$ cat src/rtl/host_debug_pkg.sv
// host_debug_pkg: shared state encoding, opcodes and response codes for host_debug_port
package host_debug_pkg;
   typedef enum logic [3:0] {
      S_IDLE, S_GET_ADDR, S_GET_DATA, S_MEM_WR, S_MEM_RD,
      S_RD_WAIT, S_RST_PULSE, S_RELEASE, S_RUN, S_RESP
   } state_t;
   localparam logic [7:0] OP_WRITE = 8'h01;
   localparam logic [7:0] OP_READ = 8'h02;
   localparam logic [7:0] OP_RUN = 8'h03;
   localparam logic [7:0] RSP_OK = 8'h00;
   localparam logic [7:0] RSP_TIMEOUT = 8'hFF;
   localparam logic [7:0] RSP_BADOP = 8'hEE;
endpackage

$ cat src/rtl/host_debug_port_if.sv
// host_debug_port_if: host byte channels, data-memory port and CPU control lines
interface host_debug_port_if #(parameter int DMEM_AW = 8) ();
   logic cmd_valid;
   logic cmd_ready;
   logic [7:0] cmd_data;
   logic rsp_valid;
   logic rsp_ready;
   logic [7:0] rsp_data;
   logic mem_we;
   logic [DMEM_AW-1:0] mem_addr;
   logic [7:0] mem_wdata;
   logic [7:0] mem_rdata;
   logic cpu_n_rst;
   logic cpu_halt;
   modport slave (
      input cmd_valid, cmd_data, rsp_ready, mem_rdata, cpu_halt,
      output cmd_ready, rsp_valid, rsp_data, mem_we, mem_addr, mem_wdata, cpu_n_rst
   );
   modport master (
      output cmd_valid, cmd_data, rsp_ready, mem_rdata, cpu_halt,
      input cmd_ready, rsp_valid, rsp_data, mem_we, mem_addr, mem_wdata, cpu_n_rst
   );
endinterface

$ cat src/rtl/host_debug_port_run_watchdog.sv
// run_watchdog: reset pulse timing, run timeout counter and halt/timeout arbitration
module run_watchdog
   import host_debug_pkg::*;
#(
   parameter int RUN_TIMEOUT = 65535,
   parameter int RST_CYCLES = 2
) (
   input logic clk,
   input logic rst,
   input state_t state,
   input logic cpu_halt,
   output logic pulse_done,
   output logic run_done,
   output logic [7:0] run_code,
   output logic cpu_n_rst
);
   localparam int CW = $clog2((RUN_TIMEOUT > RST_CYCLES ? RUN_TIMEOUT : RST_CYCLES) + 1);
   logic [CW-1:0] cnt;
   logic in_pulse, in_run, halted, timeout;
   assign in_pulse = state == S_RST_PULSE;
   assign in_run = state == S_RUN;
   // halt is only trusted in RUN; during RELEASE it may be left over from the last run
   assign halted = in_run && cpu_halt;
   assign timeout = in_run && cnt == CW'(RUN_TIMEOUT - 1);
   assign pulse_done = in_pulse && cnt == CW'(RST_CYCLES - 1);
   assign run_done = halted || timeout;
   assign run_code = halted ? RSP_OK : RSP_TIMEOUT;
   assign cpu_n_rst = state == S_RELEASE || in_run;
   always_ff @(posedge clk)
      if (rst || pulse_done || run_done || !(in_pulse || in_run)) cnt <= '0;
      else cnt <= cnt + 1'b1;
endmodule

$ cat src/rtl/host_debug_port.sv
// host_debug_port: byte-command host port for memory access and CPU run control
module host_debug_port
   import host_debug_pkg::*;
#(
   parameter int DMEM_AW = 8,
   parameter int RUN_TIMEOUT = 65535,
   parameter int RST_CYCLES = 2
) (
   input logic clk,
   input logic rst,
   host_debug_port_if.slave bus,
   output logic busy
);
   state_t state, next;
   logic [7:0] op, wdata, rsp;
   logic [DMEM_AW-1:0] addr;
   logic cmd_hs, rsp_hs, mem_op, pulse_done, run_done;
   logic [7:0] run_code;
   run_watchdog #(.RUN_TIMEOUT(RUN_TIMEOUT), .RST_CYCLES(RST_CYCLES)) wd (
      .clk(clk), .rst(rst), .state(state), .cpu_halt(bus.cpu_halt),
      .pulse_done(pulse_done), .run_done(run_done), .run_code(run_code),
      .cpu_n_rst(bus.cpu_n_rst)
   );
   assign bus.cmd_ready = !rst && (state == S_IDLE || state == S_GET_ADDR || state == S_GET_DATA);
   assign cmd_hs = bus.cmd_valid && bus.cmd_ready;
   assign rsp_hs = bus.rsp_valid && bus.rsp_ready;
   assign mem_op = bus.cmd_data == OP_WRITE || bus.cmd_data == OP_READ;
   assign bus.rsp_valid = state == S_RESP;
   assign bus.rsp_data = rsp;
   assign bus.mem_we = state == S_MEM_WR;
   // the memory port belongs to the CPU whenever it is out of reset
   assign bus.mem_addr = bus.cpu_n_rst ? '0 : addr;
   assign bus.mem_wdata = bus.cpu_n_rst ? '0 : wdata;
   assign busy = state != S_IDLE;
   always_comb begin
      next = state;
      case (state)
         S_IDLE: if (cmd_hs) next = mem_op ? S_GET_ADDR : bus.cmd_data == OP_RUN ? S_RST_PULSE : S_RESP;
         S_GET_ADDR: if (cmd_hs) next = op == OP_WRITE ? S_GET_DATA : S_MEM_RD;
         S_GET_DATA: if (cmd_hs) next = S_MEM_WR;
         S_MEM_WR: next = S_RESP;
         S_MEM_RD: next = S_RD_WAIT;
         S_RD_WAIT: next = S_RESP;
         S_RST_PULSE: if (pulse_done) next = S_RELEASE;
         S_RELEASE: next = S_RUN;
         S_RUN: if (run_done) next = S_RESP;
         S_RESP: if (rsp_hs) next = S_IDLE;
         default: next = S_IDLE;
      endcase
   end
   always_ff @(posedge clk)
      if (rst) state <= S_IDLE;
      else state <= next;
   always_ff @(posedge clk)
      if (rst) begin
         op <= '0;
         addr <= '0;
         wdata <= '0;
         rsp <= '0;
      end else begin
         if (state == S_IDLE && cmd_hs) op <= bus.cmd_data;
         if (state == S_IDLE && cmd_hs && !mem_op && bus.cmd_data != OP_RUN) rsp <= RSP_BADOP;
         if (state == S_GET_ADDR && cmd_hs) addr <= bus.cmd_data[DMEM_AW-1:0];
         if (state == S_GET_DATA && cmd_hs) wdata <= bus.cmd_data;
         if (state == S_MEM_WR) rsp <= RSP_OK;
         if (state == S_RD_WAIT) rsp <= bus.mem_rdata;
         if (state == S_RUN && run_done) rsp <= run_code;
      end
endmodule

$ cat src/flat_wrapper.sv
// flat-port wrapper written by rule: the top's interface ports become plain ports
module host_debug_port_flat import host_debug_pkg::*;
#(
   parameter int DMEM_AW = 8,
   parameter int RUN_TIMEOUT = 65535,
   parameter int RST_CYCLES = 2
)
  (clk, rst, busy, bus_cmd_valid, bus_cmd_data, bus_rsp_ready, bus_mem_rdata, bus_cpu_halt, bus_cmd_ready, bus_rsp_valid, bus_rsp_data, bus_mem_we, bus_mem_addr, bus_mem_wdata, bus_cpu_n_rst);
  host_debug_port_if #(.DMEM_AW(DMEM_AW)) bus_i ();
  input logic clk;
  input logic rst;
  output logic busy;
  input wire logic [$bits(bus_i.cmd_valid)-1:0] bus_cmd_valid;
  input wire logic [$bits(bus_i.cmd_data)-1:0] bus_cmd_data;
  input wire logic [$bits(bus_i.rsp_ready)-1:0] bus_rsp_ready;
  input wire logic [$bits(bus_i.mem_rdata)-1:0] bus_mem_rdata;
  input wire logic [$bits(bus_i.cpu_halt)-1:0] bus_cpu_halt;
  output wire logic [$bits(bus_i.cmd_ready)-1:0] bus_cmd_ready;
  output wire logic [$bits(bus_i.rsp_valid)-1:0] bus_rsp_valid;
  output wire logic [$bits(bus_i.rsp_data)-1:0] bus_rsp_data;
  output wire logic [$bits(bus_i.mem_we)-1:0] bus_mem_we;
  output wire logic [$bits(bus_i.mem_addr)-1:0] bus_mem_addr;
  output wire logic [$bits(bus_i.mem_wdata)-1:0] bus_mem_wdata;
  output wire logic [$bits(bus_i.cpu_n_rst)-1:0] bus_cpu_n_rst;
  assign bus_i.cmd_valid = bus_cmd_valid;
  assign bus_i.cmd_data = bus_cmd_data;
  assign bus_i.rsp_ready = bus_rsp_ready;
  assign bus_i.mem_rdata = bus_mem_rdata;
  assign bus_i.cpu_halt = bus_cpu_halt;
  assign bus_cmd_ready = bus_i.cmd_ready;
  assign bus_rsp_valid = bus_i.rsp_valid;
  assign bus_rsp_data = bus_i.rsp_data;
  assign bus_mem_we = bus_i.mem_we;
  assign bus_mem_addr = bus_i.mem_addr;
  assign bus_mem_wdata = bus_i.mem_wdata;
  assign bus_cpu_n_rst = bus_i.cpu_n_rst;
  host_debug_port #(.DMEM_AW(DMEM_AW), .RUN_TIMEOUT(RUN_TIMEOUT), .RST_CYCLES(RST_CYCLES)) u_core (.clk(clk), .rst(rst), .bus(bus_i), .busy(busy));
endmodule
$ cat config.mk
export PLATFORM = sky130hd
export DESIGN_NAME = host_debug_port_flat
export DESIGN_NICKNAME = d
export VERILOG_FILES = /design/src/rtl/host_debug_pkg.sv /design/src/rtl/host_debug_port_if.sv /design/src/rtl/host_debug_port_run_watchdog.sv /design/src/rtl/host_debug_port.sv /design/src/flat_wrapper.sv
export SDC_FILE = /design/constraint.sdc
export NUM_CORES = 1
export LEC_CHECK = 0
export CELL_PAD_IN_SITES_DETAIL_PLACEMENT = 1
export CELL_PAD_IN_SITES_GLOBAL_PLACEMENT = 2
export CORE_MARGIN = 1.5
export CORE_UTILIZATION = 33
export CTS_CLUSTER_SIZE = 24
export DETAILED_ROUTE_END_ITERATION = 10
export PLACE_DENSITY_LB_ADDON = 0.1
export SYNTH_ARGS = -nofsm -noshare
export SYNTH_HDL_FRONTEND = slang
export SYNTH_SLANG_ARGS = --single-unit
$ cat constraint.sdc
create_clock -name clk -period 5.3 [get_ports clk]
set_input_delay 1.06 -clock clk [delete_from_list [all_inputs] [get_ports clk]]
set_output_delay 1.06 -clock clk [all_outputs]
set_load 0.005 [all_outputs]
# [Yosys cells after proc, flatten, opt, wreduce, memory -nomap -nowiden]
# Cells that the tools add are included.
[totals] ff_bits=52 input_bits=21 output_inout_bits=29 word_cells=75
[op_classes] add_sub_neg=1 eq_ne=22 mux=17 n_reduce_logical=29
[ops] cell="$mux W8" count=7
[ops] cell="$pmux W4 S9" count=1
[ops] cell="$mux W4" count=8
[ops] cell="$add A16 B1 Y16 const B" count=1
[ops] cell="$eq A16 B1 Y1 const B" count=1
[ops] cell="$eq A16 B16 Y1 const B" count=1
[ops] cell="$eq A4 B3 Y1 const B" count=4
[ops] cell="$eq A8 B1 Y1 const B" count=2
[ops] cell="$eq A8 B2 Y1 const B" count=2
[ops] cell="$logic_and A1 B1 Y1" count=12
[ops] cell="$logic_or A1 B1 Y1" count=9
[ops] cell="$eq A4 B2 Y1 const B" count=2
[ops] cell="$eq A4 B4 Y1 const B" count=2
[ops] cell="$ne A2 B1 Y1 const B" count=4
[ops] cell="$ne A8 B2 Y1 const B" count=1
[ops] cell="$reduce_bool A4 Y1" count=2
[ops] cell="$reduce_and A6 Y1" count=1
[ops] cell="$eq A4 B1 Y1 const B" count=1
[ops] cell="$logic_not A4 Y1" count=1
[ops] cell="$ne A2 B2 Y1 const B" count=2
[ops] cell="$logic_not A1 Y1" count=3
[ops] cell="$mux W3" count=1
[ops] cell="$reduce_or A2 Y1" count=1

# [Logic depth before layout (Yosys ltp)]
[depth] depth_word=12 mapped_depth=9 depth_no_buf=7

# [Modules after synthesis]
# A second synthesis with hierarchy kept.
[unflattened] hier_cells=298 hier_area_um2=2690.1
[by_module_without_submodules] module="host_debug_port" n_inst=1 cells_each=190 area_per_inst_um2=1736.7 seq_area_each_um2=720.7
[by_module_without_submodules] module="run_watchdog" n_inst=1 cells_each=108 area_per_inst_um2=953.4 seq_area_each_um2=320.3

# [Worst setup path after synthesis]
# OpenSTA, ideal clock, no wires.
[synth_path] kind="in2out" startpoint="input rst" endpoint="output bus_cmd_ready" t_arrival_ns=1.629 t_required_ns=4.240 setup_slack_ns=2.611 path_stages=3 n_path_buf=2 path_cell_list="buf_4 -> buf_4 -> nor4_1"
[synth_via] elab_chain_cells=2
[synth_lines] item="start: declaration" line_no="flat_wrapper.sv:11" source="input logic rst;"
[synth_lines] item="$logic_not A1 Y1" line_no="host_debug_port.sv:24" source="assign bus.cmd_ready = !rst && (state == S_IDLE || state == S_GET_ADDR || state == S_GET_DATA);"
[synth_lines] item="$logic_and A1 B1 Y1" line_no="host_debug_port.sv:24"
[synth_lines] item="end: declaration" line_no="flat_wrapper.sv:18" source="output wire logic [$bits(bus_i.cmd_ready)-1:0] bus_cmd_ready;"
# Every way passes these cells.

# [Worst setup path in the final report]
[layout_path] startpoint="register u_core.state[3]" endpoint="output bus_mem_wdata[7]"
[layout_via] elab_chain_cells=3 word_cells_on_any_way=4 classes_between="2 x eq/ne; 1 x mux; 1 x reduce/logical"
[layout_lines] item="start: declaration" line_no="host_debug_port.sv:14" source="state_t state, next;"
[layout_lines] item="start signal: assignment" line_no="host_debug_port.sv:53" source="else state <= next;"
[layout_lines] item="$eq A4 B3 Y1 / $eq A4 B4 Y1 (equally long branches)" line_no="host_debug_port_run_watchdog.sv:28, host_debug_port_run_watchdog.sv:21"
[layout_lines] item="$logic_or A1 B1 Y1 *" line_no="host_debug_port_run_watchdog.sv:28" source="assign cpu_n_rst = state == S_RELEASE || in_run;"
[layout_lines] item="$mux W8 *" line_no="host_debug_port.sv:33" source="assign bus.mem_wdata = bus.cpu_n_rst ? '0 : wdata;"
[layout_lines] item="end: declaration" line_no="flat_wrapper.sv:23" source="output wire logic [$bits(bus_i.mem_wdata)-1:0] bus_mem_wdata;"
# Mark *: on every way between the ends. The rest lies on a longest branch, timed or not.

==> results by group <==
Outcome
  • Status: finished clean

Logic synthesis
  • Number of register bits inferred by synthesis: 52
  • Post-synth top flop: dfxtp_1
  • Avg Cell Area, Syn: 8.92 sq um
  • Number of different library cells in the post-synthesis netlist: 47
  • Synthesized netlist net count: 309
  • Cell count after synthesis: 285
  • Cell type with the largest total area after synthesis: dfxtp_1
  • Share of the synthesized area in the top cell type: 0.409
  • Multiplexer share of the synthesized area: 0.0945
  • Largest cells by area after synthesis: dfxtp_1 41%, mux2i_1 9.4%, nor2_1 7.4%, and2_1 4.2%, xor2_1 2.8%
  • Post-synthesis share of cell area spent on and, or, nand and nor gates: 0.279
  • Sequential share of the synthesized area: 0.409
  • Number of synthesized flops with an enable pin: 0
  • Main combinational cell family by area after synthesis: simple AND/OR/NAND/NOR gates
  • XOR/XNOR share of the synthesized area: 0.0517
  • Compound-Gate Fraction of Synth Area: 0.0940
  • Number of warnings issued by yosys: 0
  • Post-synthesis adder-cell area fraction: 0.0148
  • Share of flip-flops with an asynchronous set or reset: 0
  • Synthesized cell area: 2540 sq um

Power
  • Power density over the cells: 369 nW/um^2
  • Total leakage power: 1.24 nW
  • Worst IR drop on VDD: 0.136 mV

Run
  • Count of max-cap constraint violations: 0

Clocking
  • Clock input transition at the sequential cells of the worst setup and hold paths: 0.09 ns
  • Clk_lat worst skew: 0.30 ns
  • Max Root-Sink Buffers: 2
  • Root Buffer: clkbuf_8
  • Number of H-tree branching levels: 2
  • Post_cts resized: 0
  • Total of hold buffers inserted after clock tree synthesis: 0
  • Sinks on Clock Net: 52
  • TritonCTS clock tree: yes
  • Clock buffers created by TritonCTS: 5
  • Number of buffers added for setup after CTS: 0

Placed design
  • HPWL after detailed placement: 4.40 mm
  • Placed Cells: 419
  • Routability congestion estimate from global placement: 0.765
  • Pre-CTS setup slack: 1.61 ns
  • Number of buffer cells added on primary ports: 49

Die
  • Die Span Y: 90.8 um
  • I/O pin cnt: 50
  • Total Die Area: 8240 sq um
  • Die boundary width: 90.8 um
  • Standard-cell row count: 31
  • Core box area: 7370 sq um
  • Initial standard-cell utilization of the core: 0.345

Worst setup path
  • CP peak stage delay: 0.78 ns
  • Dominant cell type by count on the critical path: nor2_1
  • Worst-path cell with the longest stage delay: nor2_1
  • Type of element launching the critical path: flop
  • Worst-path maximum fanout: 17
  • Critical path start-end classification: reg2out
  • CP required: 4.24 ns
  • Worst EP arrival: 2.81 ns
  • Cell chain of the critical path: nand2b_1 -> nor2_1 -> nor2_1 -> and2_1 -> clkdlybuf4s50_1
  • Nature of the critical path endpoint: output pin

Detailed routing
  • WL final: 6.17 mm
  • Routed wire length per instance: 14.4 um
  • DRC violation total after the first TritonRoute iteration: 55
  • Post-DR vias/cell: 4.90
  • Count of nets left with antenna violations after detail routing: 0
  • Number of vias after detailed routing: 2093
  • DRC Markers: 0
  • Detailed-routing iteration count for the pre-antenna-repair pass: 4

GRT
  • Largest net degree at the start of global routing: 37
  • Overall Global Routing Usage: 0.160
  • First-pass GRT wire length: 10.8 mm
  • Vias in the first global route: 2207
  • Antenna violations before repair: 0
  • Remaining global-route overflow: 0

Cells and area
  • Net count of the finished layout: 351
  • Core utilization of the finished layout: 0.430
  • Fillers: 861
  • Share of layout cells above drive strength 1: 0.0518
  • Relative area change from synthesis to final layout: 24.8%
  • Commonest cells after routing, fill and taps aside: 52 x dfxtp_1, 50 x nor2_1, 49 x clkdlybuf4s50_1
  • Filler-free cell count of the finished design: 427
  • # diodes: 0
  • Leading cell type in the layout, fill and taps excluded: dfxtp_1

Timing
  • Worst slew pin tran: 1.05 ns
  • Rel. slew slack: 0.301
  • Smallest hold slack: 0.471 ns
  • Accumulated negative setup slack: 0 ns
  • Fmax: 258 MHz
  • Fin crit period: 3.87 ns
  • Worst Setup Slack, final: 1.43 ns
  • Setup violation total in the final timing report: 0
  • Number of pins exceeding their max-slew limit in the final report: 0
  • Layout Skew: 0.00666 ns
  • Final Hold Violating Endpoints: 0
  • Setup repair after global routing missed its margin: no
  • Portion of the clock cycle consumed by the worst path in the final layout: 0.731

Min path
  • Class of the worst hold path: reg2reg
-- critical path: cells and delay by family (launching register included) --
family / cells / cell delay, ns
AND/OR/NAND/NOR: 4 / 1.31
flip-flops: 1 / 0.68
buffers and inverters: 1 / 0.51
-- per-layer routing --
layer | vias up | routed length (um) | global-route usage
li1 | 1066 | - | -
met1 | 983 | 3080 | 0.216
met2 | 35 | 2820 | 0.256
met3 | 9 | 190 | 0.0320
met4 | 0 | 74 | 0.0456
met5 | - | 0 | 0
-- area by class of cell --
| class | instances | area, sq um | area share |
|---|---|---|---|
| multi-input cells | 206 | 1360 | 0.428 |
| flip-flops and latches | 52 | 1040 | 0.328 |
| repair buffers | 50 | 498 | 0.157 |
| well taps | 99 | 124 | 0.0391 |
| clock buffers | 6 | 72.6 | 0.0229 |
| inverters | 12 | 45.0 | 0.0142 |
| clock inverters | 2 | 35.0 | 0.0110 |
-- registers in the layout, indices dropped and copies added (netlist names) --
signal,cells
u_core.wd.cnt,16
u_core.addr,8
u_core.bus.rsp_data,8
u_core.op,8
u_core.wdata,8
u_core.state,4
-- Yosys cell counts (6+ instances only) --
library cell	count
xor2_1	8
and2_1	17
nand3_1	7
mux2i_1	24
nand2_1	13
nor2_1	50
nand4_1	6
inv_1	12
nor3_1	8
nor2b_1	7
xnor2_1	7
a221oi_1	6
dfxtp_1	52
-- where the power goes --
group / internal [mW] / total [mW] / switching, mW
Sequential: 0.440 / 0.501 / 0.0606
Clock: 0.140 / 0.271 / 0.131
Combinational: 0.214 / 0.399 / 0.185
Total: 0.794 / 1.17 / 0.377
-- stage by stage --
stage               cell area [sq um]  power (mW)
finish                           3170        1.17
global route                     3170        1.26
detailed placement               3060       0.917
floorplan                        2540       0.768
global placement                 3060       0.907
CTS                              3170        1.19
-- worst paths after layout --
check,startpoint,endpoint,slack (ns),cells past startpoint
worst max register to register,u_core.state[3],u_core.state[3],2.90,6
worst max-delay path,u_core.state[3],bus_mem_wdata[7],1.43,5
worst min-delay path,u_core.bus.rsp_data[7],u_core.bus.rsp_data[7],0.47,2
worst min register to register,u_core.bus.rsp_data[7],u_core.bus.rsp_data[7],0.47,2
-- cell families (layout without fill, tap and decap cells) --
logic type,count (synthesis),in the layout
fa+ha+maj,3,3
mux,24,24
simple gates,134,134
flops,52,52
xor+xnor,15,15
buf+inv,27,70
compound gates,30,30
Power figures use the tool's default switching activity.
